--- src/rtl/a2d_rr_sched.sv ---
// Round-robin scheduler for the shared SPI A2D master. Each round converts
// left load cell, right load cell, steering pot and battery in that order.
// Each channel takes two frames: a command frame that starts the conversion,
// then a read frame (same command word) that returns the result.
//
// state     | meaning
// ----------+-----------------------------------------------------------
// IDLE      | waiting for nxt
// CMD       | snd pulse for the command frame of the current channel
// WAIT_CMD  | waiting for done of the command frame (resp discarded)
// GAP       | A2D conversion time between command and read frames
// READ      | snd pulse for the read frame, cmd unchanged
// WAIT_READ | waiting for done of the read frame, capture result
// FIN       | round_done pulse; nxt is still ignored here
module a2d_rr_sched #(
  parameter logic [2:0] LFT_CH   = 3'd0,
  parameter logic [2:0] RGHT_CH  = 3'd4,
  parameter logic [2:0] STEER_CH = 3'd5,
  parameter logic [2:0] BATT_CH  = 3'd6,
  parameter int         GAP_CYC  = 8,
  parameter int         TMO_CYC  = 1024
) (
  input  logic        clk,
  input  logic        rst_n,
  input  logic        nxt,
  output logic        snd,
  output logic [15:0] cmd,
  input  logic        done,
  input  logic [15:0] resp,
  output logic [11:0] lft_ld,
  output logic [11:0] rght_ld,
  output logic [11:0] steer_pot,
  output logic [11:0] batt,
  output logic        busy,
  output logic        round_done,
  output logic        err
);

  localparam int GW = $clog2(GAP_CYC + 1);
  localparam int TW = $clog2(TMO_CYC + 1);
  localparam logic [GW-1:0] GAP_LAST = GW'(GAP_CYC - 1);
  localparam logic [TW-1:0] TMO_LAST = TW'(TMO_CYC - 1);

  typedef enum logic [2:0] {
    IDLE, CMD, WAIT_CMD, GAP, READ, WAIT_READ, FIN
  } state_t;

  state_t        state_q, state_d;
  logic [1:0]    idx_q, idx_d;
  logic [GW-1:0] gap_q, gap_d;
  logic [TW-1:0] tmo_q, tmo_d;
  logic [15:0]   cmd_q, cmd_d;
  logic [11:0]   lft_q, lft_d;
  logic [11:0]   rght_q, rght_d;
  logic [11:0]   steer_q, steer_d;
  logic [11:0]   batt_q, batt_d;
  logic          tmo_hit;

  // Upper resp bits carry no conversion data.
  logic unused_resp_hi;
  assign unused_resp_hi = ^resp[15:12];

  function automatic logic [15:0] cmd_of(input logic [1:0] i);
    logic [2:0] ch;
    case (i)
      2'd0: ch = LFT_CH;
      2'd1: ch = RGHT_CH;
      2'd2: ch = STEER_CH;
      2'd3: ch = BATT_CH;
    endcase
    return {2'b00, ch, 11'h000};
  endfunction

  // done arriving on the last timeout cycle wins over the abort.
  assign tmo_hit = (tmo_q == TMO_LAST) && !done;

  // State and datapath registers, all cleared by async reset.
  always_ff @(posedge clk or negedge rst_n) begin
    if (!rst_n) begin
      state_q <= IDLE;
      idx_q   <= '0;
      gap_q   <= '0;
      tmo_q   <= '0;
      cmd_q   <= '0;
      lft_q   <= '0;
      rght_q  <= '0;
      steer_q <= '0;
      batt_q  <= '0;
    end else begin
      state_q <= state_d;
      idx_q   <= idx_d;
      gap_q   <= gap_d;
      tmo_q   <= tmo_d;
      cmd_q   <= cmd_d;
      lft_q   <= lft_d;
      rght_q  <= rght_d;
      steer_q <= steer_d;
      batt_q  <= batt_d;
    end
  end

  // Next-state and datapath update.
  always_comb begin
    state_d = state_q;
    idx_d   = idx_q;
    gap_d   = gap_q;
    tmo_d   = tmo_q;
    cmd_d   = cmd_q;
    lft_d   = lft_q;
    rght_d  = rght_q;
    steer_d = steer_q;
    batt_d  = batt_q;
    case (state_q)
      IDLE: begin
        if (nxt) begin
          state_d = CMD;
          idx_d   = 2'd0;
          cmd_d   = cmd_of(2'd0);
        end
      end
      CMD: begin
        tmo_d   = '0;
        state_d = WAIT_CMD;
      end
      WAIT_CMD: begin
        if (done) begin
          gap_d   = '0;
          state_d = GAP;
        end else if (tmo_hit) begin
          tmo_d   = '0;
          state_d = IDLE;
        end else begin
          tmo_d = tmo_q + 1'b1;
        end
      end
      GAP: begin
        if (gap_q == GAP_LAST) begin
          gap_d   = '0;
          state_d = READ;
        end else begin
          gap_d = gap_q + 1'b1;
        end
      end
      READ: begin
        tmo_d   = '0;
        state_d = WAIT_READ;
      end
      WAIT_READ: begin
        if (done) begin
          case (idx_q)
            2'd0: lft_d   = resp[11:0];
            2'd1: rght_d  = resp[11:0];
            2'd2: steer_d = resp[11:0];
            2'd3: batt_d  = resp[11:0];
          endcase
          if (idx_q == 2'd3) begin
            state_d = FIN;
          end else begin
            idx_d   = idx_q + 1'b1;
            cmd_d   = cmd_of(idx_q + 1'b1);
            state_d = CMD;
          end
        end else if (tmo_hit) begin
          tmo_d   = '0;
          state_d = IDLE;
        end else begin
          tmo_d = tmo_q + 1'b1;
        end
      end
      FIN:     state_d = IDLE;
      default: state_d = IDLE;
    endcase
  end

  // Moore outputs from state; err also qualifies on the timeout compare.
  always_comb begin
    snd        = (state_q == CMD) || (state_q == READ);
    busy       = (state_q != IDLE) && (state_q != FIN);
    round_done = (state_q == FIN);
    err        = ((state_q == WAIT_CMD) || (state_q == WAIT_READ)) && tmo_hit;
  end

  assign cmd       = cmd_q;
  assign lft_ld    = lft_q;
  assign rght_ld   = rght_q;
  assign steer_pot = steer_q;
  assign batt      = batt_q;

endmodule

--- config.mk ---
export PLATFORM = sky130hd
export DESIGN_NAME = a2d_rr_sched
export DESIGN_NICKNAME = d
export VERILOG_FILES = /design/src/rtl/a2d_rr_sched.sv
export SDC_FILE = /design/constraint.sdc
export NUM_CORES = 1
export LEC_CHECK = 0
export BUFFER_PORTS_ARGS = -buffer_cell sky130_fd_sc_hd__buf_2
export CAP_MARGIN = 10
export CORE_ASPECT_RATIO = 0.9
export CORE_UTILIZATION = 56
export DETAILED_ROUTE_END_ITERATION = 12
export GPL_TIMING_DRIVEN = 0
export HOLD_SLACK_MARGIN = 0.06
export PLACE_DENSITY = 0.87
export SLEW_MARGIN = 0
export SYNTH_ARGS = -nofsm -noshare
export SYNTH_HDL_FRONTEND = slang
export SYNTH_SLANG_ARGS = --single-unit
--- constraint.sdc ---
create_clock -name clk -period 4.75 [get_ports clk]
set_input_delay 0.95 -clock clk [delete_from_list [all_inputs] [get_ports clk]]
set_output_delay 0.95 -clock clk [all_outputs]
set_load 0.03 [all_outputs]
---- Word level (Yosys, flattened, before mapping) ----
Cells that the tools add are included.
operators by class
  add/subtract/negate cells ............... 3
  equality and inequality tests ........... 21
  mux-type cells .......................... 22
  reductions and logical operators ........ 23
operators by type and width
  cell                                                               count
  16-bit two-way mux                                                 3
  16-bit one-hot mux with 2 select lines                             1
  11-bit two-way mux                                                 2
  11-bit one-hot mux with 2 select lines                             1
  3-bit two-way mux                                                  6
  3-bit one-hot mux with 6 select lines                              1
  2-bit inequality test, second input constant                       6
  3-bit one-hot mux with 4 select lines                              1
  3-bit AND reduction                                                4
  11-bit by 1-bit adder with 11-bit output, second input constant    1
  11-bit by 10-bit == test with 1-bit output, second input constant  1
  3-bit == test, second input constant                               3
  2-bit == test, second input constant                               4
  4-bit two-way mux                                                  2
  4-bit one-hot mux with 2 select lines                              1
  3-bit by 2-bit == test with 1-bit output, second input constant    2
  2-bit two-way mux                                                  3
  2-bit AND reduction                                                3
  2-bit nonzero test                                                 3
  4-bit by 1-bit adder with 4-bit output, second input constant      1
  2-bit by 1-bit == test with 1-bit output, second input constant    2
  4-bit by 3-bit == test with 1-bit output, second input constant    1
  2-bit zero test                                                    2
  2-bit one-hot mux with 2 select lines                              1
  10 further kinds                                                   14
storage, ports and cells
  register bits after elaboration ......... 84
  word-level logic and storage cells ...... 78

---- Logic depth before layout (Yosys ltp) ----
  depth in word-level cells ............... 6
  depth in mapped cells ................... 6
  mapped depth without buffers ............ 5

---- Worst setup path after synthesis ----
No wires, ideal clock.
  kind .................................... input to output
  from .................................... input port done
  to ...................................... output port err
  data arrival time ....................... 2013 ps
  slack ................................... 1787 ps
  stages on the path ...................... 4
  cell sequence ........................... buf_2 -> nor4b_2 -> nor2_1 -> nor2_1
on the way
  longest elaborated chain between the ends .. 3
RTL lines
  item                line  RTL
  start: declaration  28    input logic done,
  1-bit zero test     75    assign tmo_hit = (tmo_q == TMO_LAST) && !done;
  1-bit logical AND   75
  1-bit logical AND   180   err = ((state_q == WAIT_CMD) || (state_q == WAIT_READ)) && tmo_hit;
  end: declaration    36    output logic err
Every way passes these cells.

---- Final worst setup path ----
  from .................................... register tmo_q[0]
  to ...................................... output port err
on the way
  longest elaborated chain between the ends .. 3
RTL lines
  item                                        line  RTL
  start: declaration                          51    logic [TW-1:0] tmo_q, tmo_d;
  start signal: assignment                    93    tmo_q <= tmo_d;
  11-bit by 10-bit == test with 1-bit output  75
  1-bit logical AND                           75
  1-bit logical AND                           180
Every way passes these cells.

==> flow_summary_export.csv <==
group,metric,value,unit
worst_hold_path,holdPathStages,1,
synthesis,syn_avg_cell_area,12.38,um^2
synthesis,synth_edf_count,0,
sta,setup_viol,0,
sta,final.setup.worst_slack,1.644,ns
place,postPlaceCellArea,0.003762,mm^2
power_and_ir_drop,powerDensity,586.9,mW/mm^2
worst_setup_path,worstPathArrival,2.16,ns
sta,worst_case_headroom_to_the_max_slew_limit,42.13,%
drt,via_per_inst,5.414,
place,buffer_ports.inserted,69,
clocking,numClockSinks,71,
sta,finalCriticalPeriod,3.106,ns
sta,hold_viol,0,
power_and_ir_drop,static_leakage_power,2.102,nW
grt,grt_start_max_net_pins,72,
worst_setup_path,worst_r2r_path_depth,6,
drt,postRouteWirelength,6.739,mm
synthesis,synth_cell_types,46,
clocking,tritoncts.num_buffers,9,
layout,seq_area,0.001777,mm^2
synthesis,ys_async_sr_fraction,100.0,%
layout,nFillCells,426,
synthesis,postSynthCellCount,265,
power_and_ir_drop,clock_power_share,23.2,%
worst_setup_path,ff_to_ff_end,"state_q[0]$_DFFE_PN0P_",
drt,drc,0,
place,post-dp-hpwl,4.627,mm
grt,grt_overflow_total,0,
synthesis,yosys_register_bits,71,
floorplan,core,0.005660,mm^2
worst_hold_path,min_delay_worst_endpoint,"cmd[13]$_DFFE_PN0P_",
drt,vias,2339,
power_and_ir_drop,power.ir.vdd_worst,389.5,uV
worst_setup_path,maximum_net_fanout_on_the_critical_path,10,
layout,final_instance_area,0.003983,mm^2
clocking,clkSlewWorstSetupHoldPaths,0.08,ns
power_and_ir_drop,internal-power,1.389,mW
grt,grt_first_pass_wirelength,10.41,mm
power_and_ir_drop,p_seq_share,37.2,%
synthesis,seq_total_area_yosys,54.14,%
clocking,clockRootBuffer,"sky130_fd_sc_hd__clkbuf_8",
clocking,cts_post_setup_buffers_inserted,0,
synthesis,netlist.area_leader.share,54.14,%
floorplan,design.portCount,88,
clocking,maximum_buffer_depth_of_the_clock_tree,2,
drt,drtPass1Iterations,4,
drt,route.detailed.wl_per_inst,15.60,um
worst_setup_path,critical_path.endpoint_type,"output port",
worst_setup_path,path_class,"register to output port",
worst_setup_path,reg_to_reg_critical_path_startpoint,"tmo_q[0]$_DFFE_PN0P_",
clocking,tritoncts,"done",
grt,grt_use_total,23.35,%
layout,syn_to_final_growth,21.35,%
layout,layout.cells.non_filler,432,
worst_setup_path,cp_data_required_time,3.80,ns
job,max_cap_viol_count,0,
floorplan,row_count,26,
floorplan,die_area,0.006171,mm^2
sta,period_share,65.39,%
place,place.detailed.instances,416,
worst_setup_path,worst-r2r-setup-slack,2.83,ns
sta,max_freq,0.3220,GHz
place,gp_congestion,0.8960,
drt,drt_iter0_markers,199,
clocking,cts-htree-levels,3,
worst_setup_path,kind_of_start_point_of_the_critical_path,"register",
layout,multi_input_gate_area,0.001371,mm^2
sta,rsz0062_at_grt,"no",
sta,accumulated_negative_setup_slack,0,ns
grt,grt_pass1_vias,2098,
place,preCtsSetupSlack,1.824,ns
drt,routed_antenna_nets,0,
synthesis,post_synth_main_area_contributors,"sky130_fd_sc_hd__dfrtp_1 54%, sky130_fd_sc_hd__mux2_2 17%, sky130_fd_sc_hd__buf_4 3.2%, sky130_fd_sc_hd__ha_1 3.0%, sky130_fd_sc_hd__nand2_1 1.9%",
grt,grt_antenna_before_repair,0,
outcome,outcome,"complete, no violations",
synthesis,synth_top_cells_by_count,"71 x sky130_fd_sc_hd__dfrtp_1, 49 x sky130_fd_sc_hd__mux2_2, 17 x sky130_fd_sc_hd__nand2_1",
sta,max_slew.worst_pin.slew,0.8681,ns
synthesis,synth-main-ff-cell,"sky130_fd_sc_hd__dfrtp_1",
floorplan,die_width,82.70,um
synthesis,yosysMostFrequentCell,"sky130_fd_sc_hd__dfrtp_1",
synthesis,synthDominantAreaCellType,"sky130_fd_sc_hd__dfrtp_1",
floorplan,die_height,74.63,um
clocking,worstSkewPairLatency,0.35,ns
layout,final_util,70.36,%
layout,num_antenna_cells,0,
clocking,cts.repair.resized,0,
synthesis,synth-warning-count,0,
clocking,cts_hold_buf,0,
power_and_ir_drop,power.net_switching,0.9484,mW
sta,report.final.slew_viol_count,0,
worst_hold_path,timing.hold.worst.start,"cmd[13]$_DFFE_PN0P_",
power_and_ir_drop,switching_share,40.58,%
sta,timing.clock.skew,0.01289,ns
layout,fin_nets,385,
synthesis,synth_area,0.003282,mm^2
power_and_ir_drop,power.share.combinational,39.6,%
layout,layout-drive-gt1-share,45.58,%
worst_hold_path,type_of_the_worst_min_delay_path,"register to register",
floorplan,effective_utilization_at_floorplan,57.98,%
## area by class of cell
cell class	count	area share [%]
well taps	70	2.199
inverters	5	0.4713
flip-flops and latches	71	44.61
clock inverters	6	2.325
repair buffers	69	8.734
multi-input cells	177	34.43
plain buffers	24	4.021
clock buffers	10	3.205
## per-stage QoR
stage / hold slack [ns] / power, mW
5_1_grt: 0.5122 / 2.462
3_5_place_dp: 0.4768 / 1.796
2_1_floorplan: 0.4807 / 1.532
3_3_place_gp: 0.4641 / 1.762
6_report: 0.4925 / 2.337
4_1_cts: 0.4953 / 2.344
## how the worst max path moves through the flow
stage | from | endpoint | cells past startpoint
after detailed placement | done | err | 5
after CTS | tmo_q[0]$_DFFE_PN0P_ | err | 6
after floorplan | done | err | 4
after global placement | done | err | 5
final | tmo_q[0]$_DFFE_PN0P_ | err | 6
after global routing | tmo_q[0]$_DFFE_PN0P_ | err | 6
## worst max-delay path, stage by stage (launching register included)
cell and delay, ns:
sky130_fd_sc_hd__dfrtp_1 0.41, sky130_fd_sc_hd__ha_1 0.28, sky130_fd_sc_hd__nand4_2 0.15, sky130_fd_sc_hd__or4_4 0.52, sky130_fd_sc_hd__buf_6 0.16, sky130_fd_sc_hd__nor2_1 0.09
sky130_fd_sc_hd__buf_2 0.20
## power by group through the flow
| stage | clock (mW) | sequential (mW) | combinational, mW |
|---|---|---|---|
| 3_5_place_dp | 0 | 0.879 | 0.917 |
| 2_1_floorplan | 0 | 1.12 | 0.409 |
| 3_3_place_gp | 0 | 0.867 | 0.895 |
| 5_1_grt | 0.572 | 0.890 | 1.00 |
| 4_1_cts | 0.548 | 0.868 | 0.928 |
| 6_report | 0.542 | 0.869 | 0.926 |
## flip-flops by register name, summed over array words and instances (netlist names)
| register | flops |
|---|---|
| steer_pot | 12 |
| rght_ld | 12 |
| cmd | 3 |
| tmo_q | 11 |
| gap_q | 4 |
| idx_q | 2 |
| lft_ld | 12 |
| batt | 12 |
| state_q | 3 |
## cell usage in the layout, fill, tap and decap left out, types with 3 or more instances in the layout
cell and instances:
sky130_fd_sc_hd__o21ai_1 3, sky130_fd_sc_hd__a21oi_1 3, sky130_fd_sc_hd__nand2_1 17, sky130_fd_sc_hd__dfrtp_1 71
sky130_fd_sc_hd__a22o_1 3, sky130_fd_sc_hd__or2_2 3, sky130_fd_sc_hd__o21ai_0 9, sky130_fd_sc_hd__conb_1 13
sky130_fd_sc_hd__nand3_1 10, sky130_fd_sc_hd__nor3b_1 3, sky130_fd_sc_hd__inv_1 5, sky130_fd_sc_hd__ha_1 8
sky130_fd_sc_hd__buf_2 76, sky130_fd_sc_hd__buf_4 15, sky130_fd_sc_hd__nor2b_1 3, sky130_fd_sc_hd__nor2_1 10
sky130_fd_sc_hd__mux2i_1 3, sky130_fd_sc_hd__a31oi_1 3, sky130_fd_sc_hd__mux2_2 49, sky130_fd_sc_hd__nand2b_1 4
sky130_fd_sc_hd__clkbuf_8 9, sky130_fd_sc_hd__a21o_1 3
## metal layers
metal,vias up,global-route usage (%),wire length [um]
met2,65,36.07,3358
met1,1153,31.93,2980
met3,15,4.848,265
li1,1106,-,-
met5,-,0,0
met4,0,10.92,134
## cell families (layout without fill, tap and decap cells)
family                     count (synthesis)  count (layout)  share of synthesized area [%]
muxes                                     52              52                          17.73
xor gates and xnor gates                   4               4                          1.068
adders and majority gates                  8               8                          3.050
AOI/OAI and AO/OA                         34              34                          7.320
other                                      1              13                         0.1143
DFF                                       71              71                          54.14
and+or+nand+nor                           66              66                          11.13
buffers and inverters                     29             114                          5.452
(Power assumes the default switching activity.)
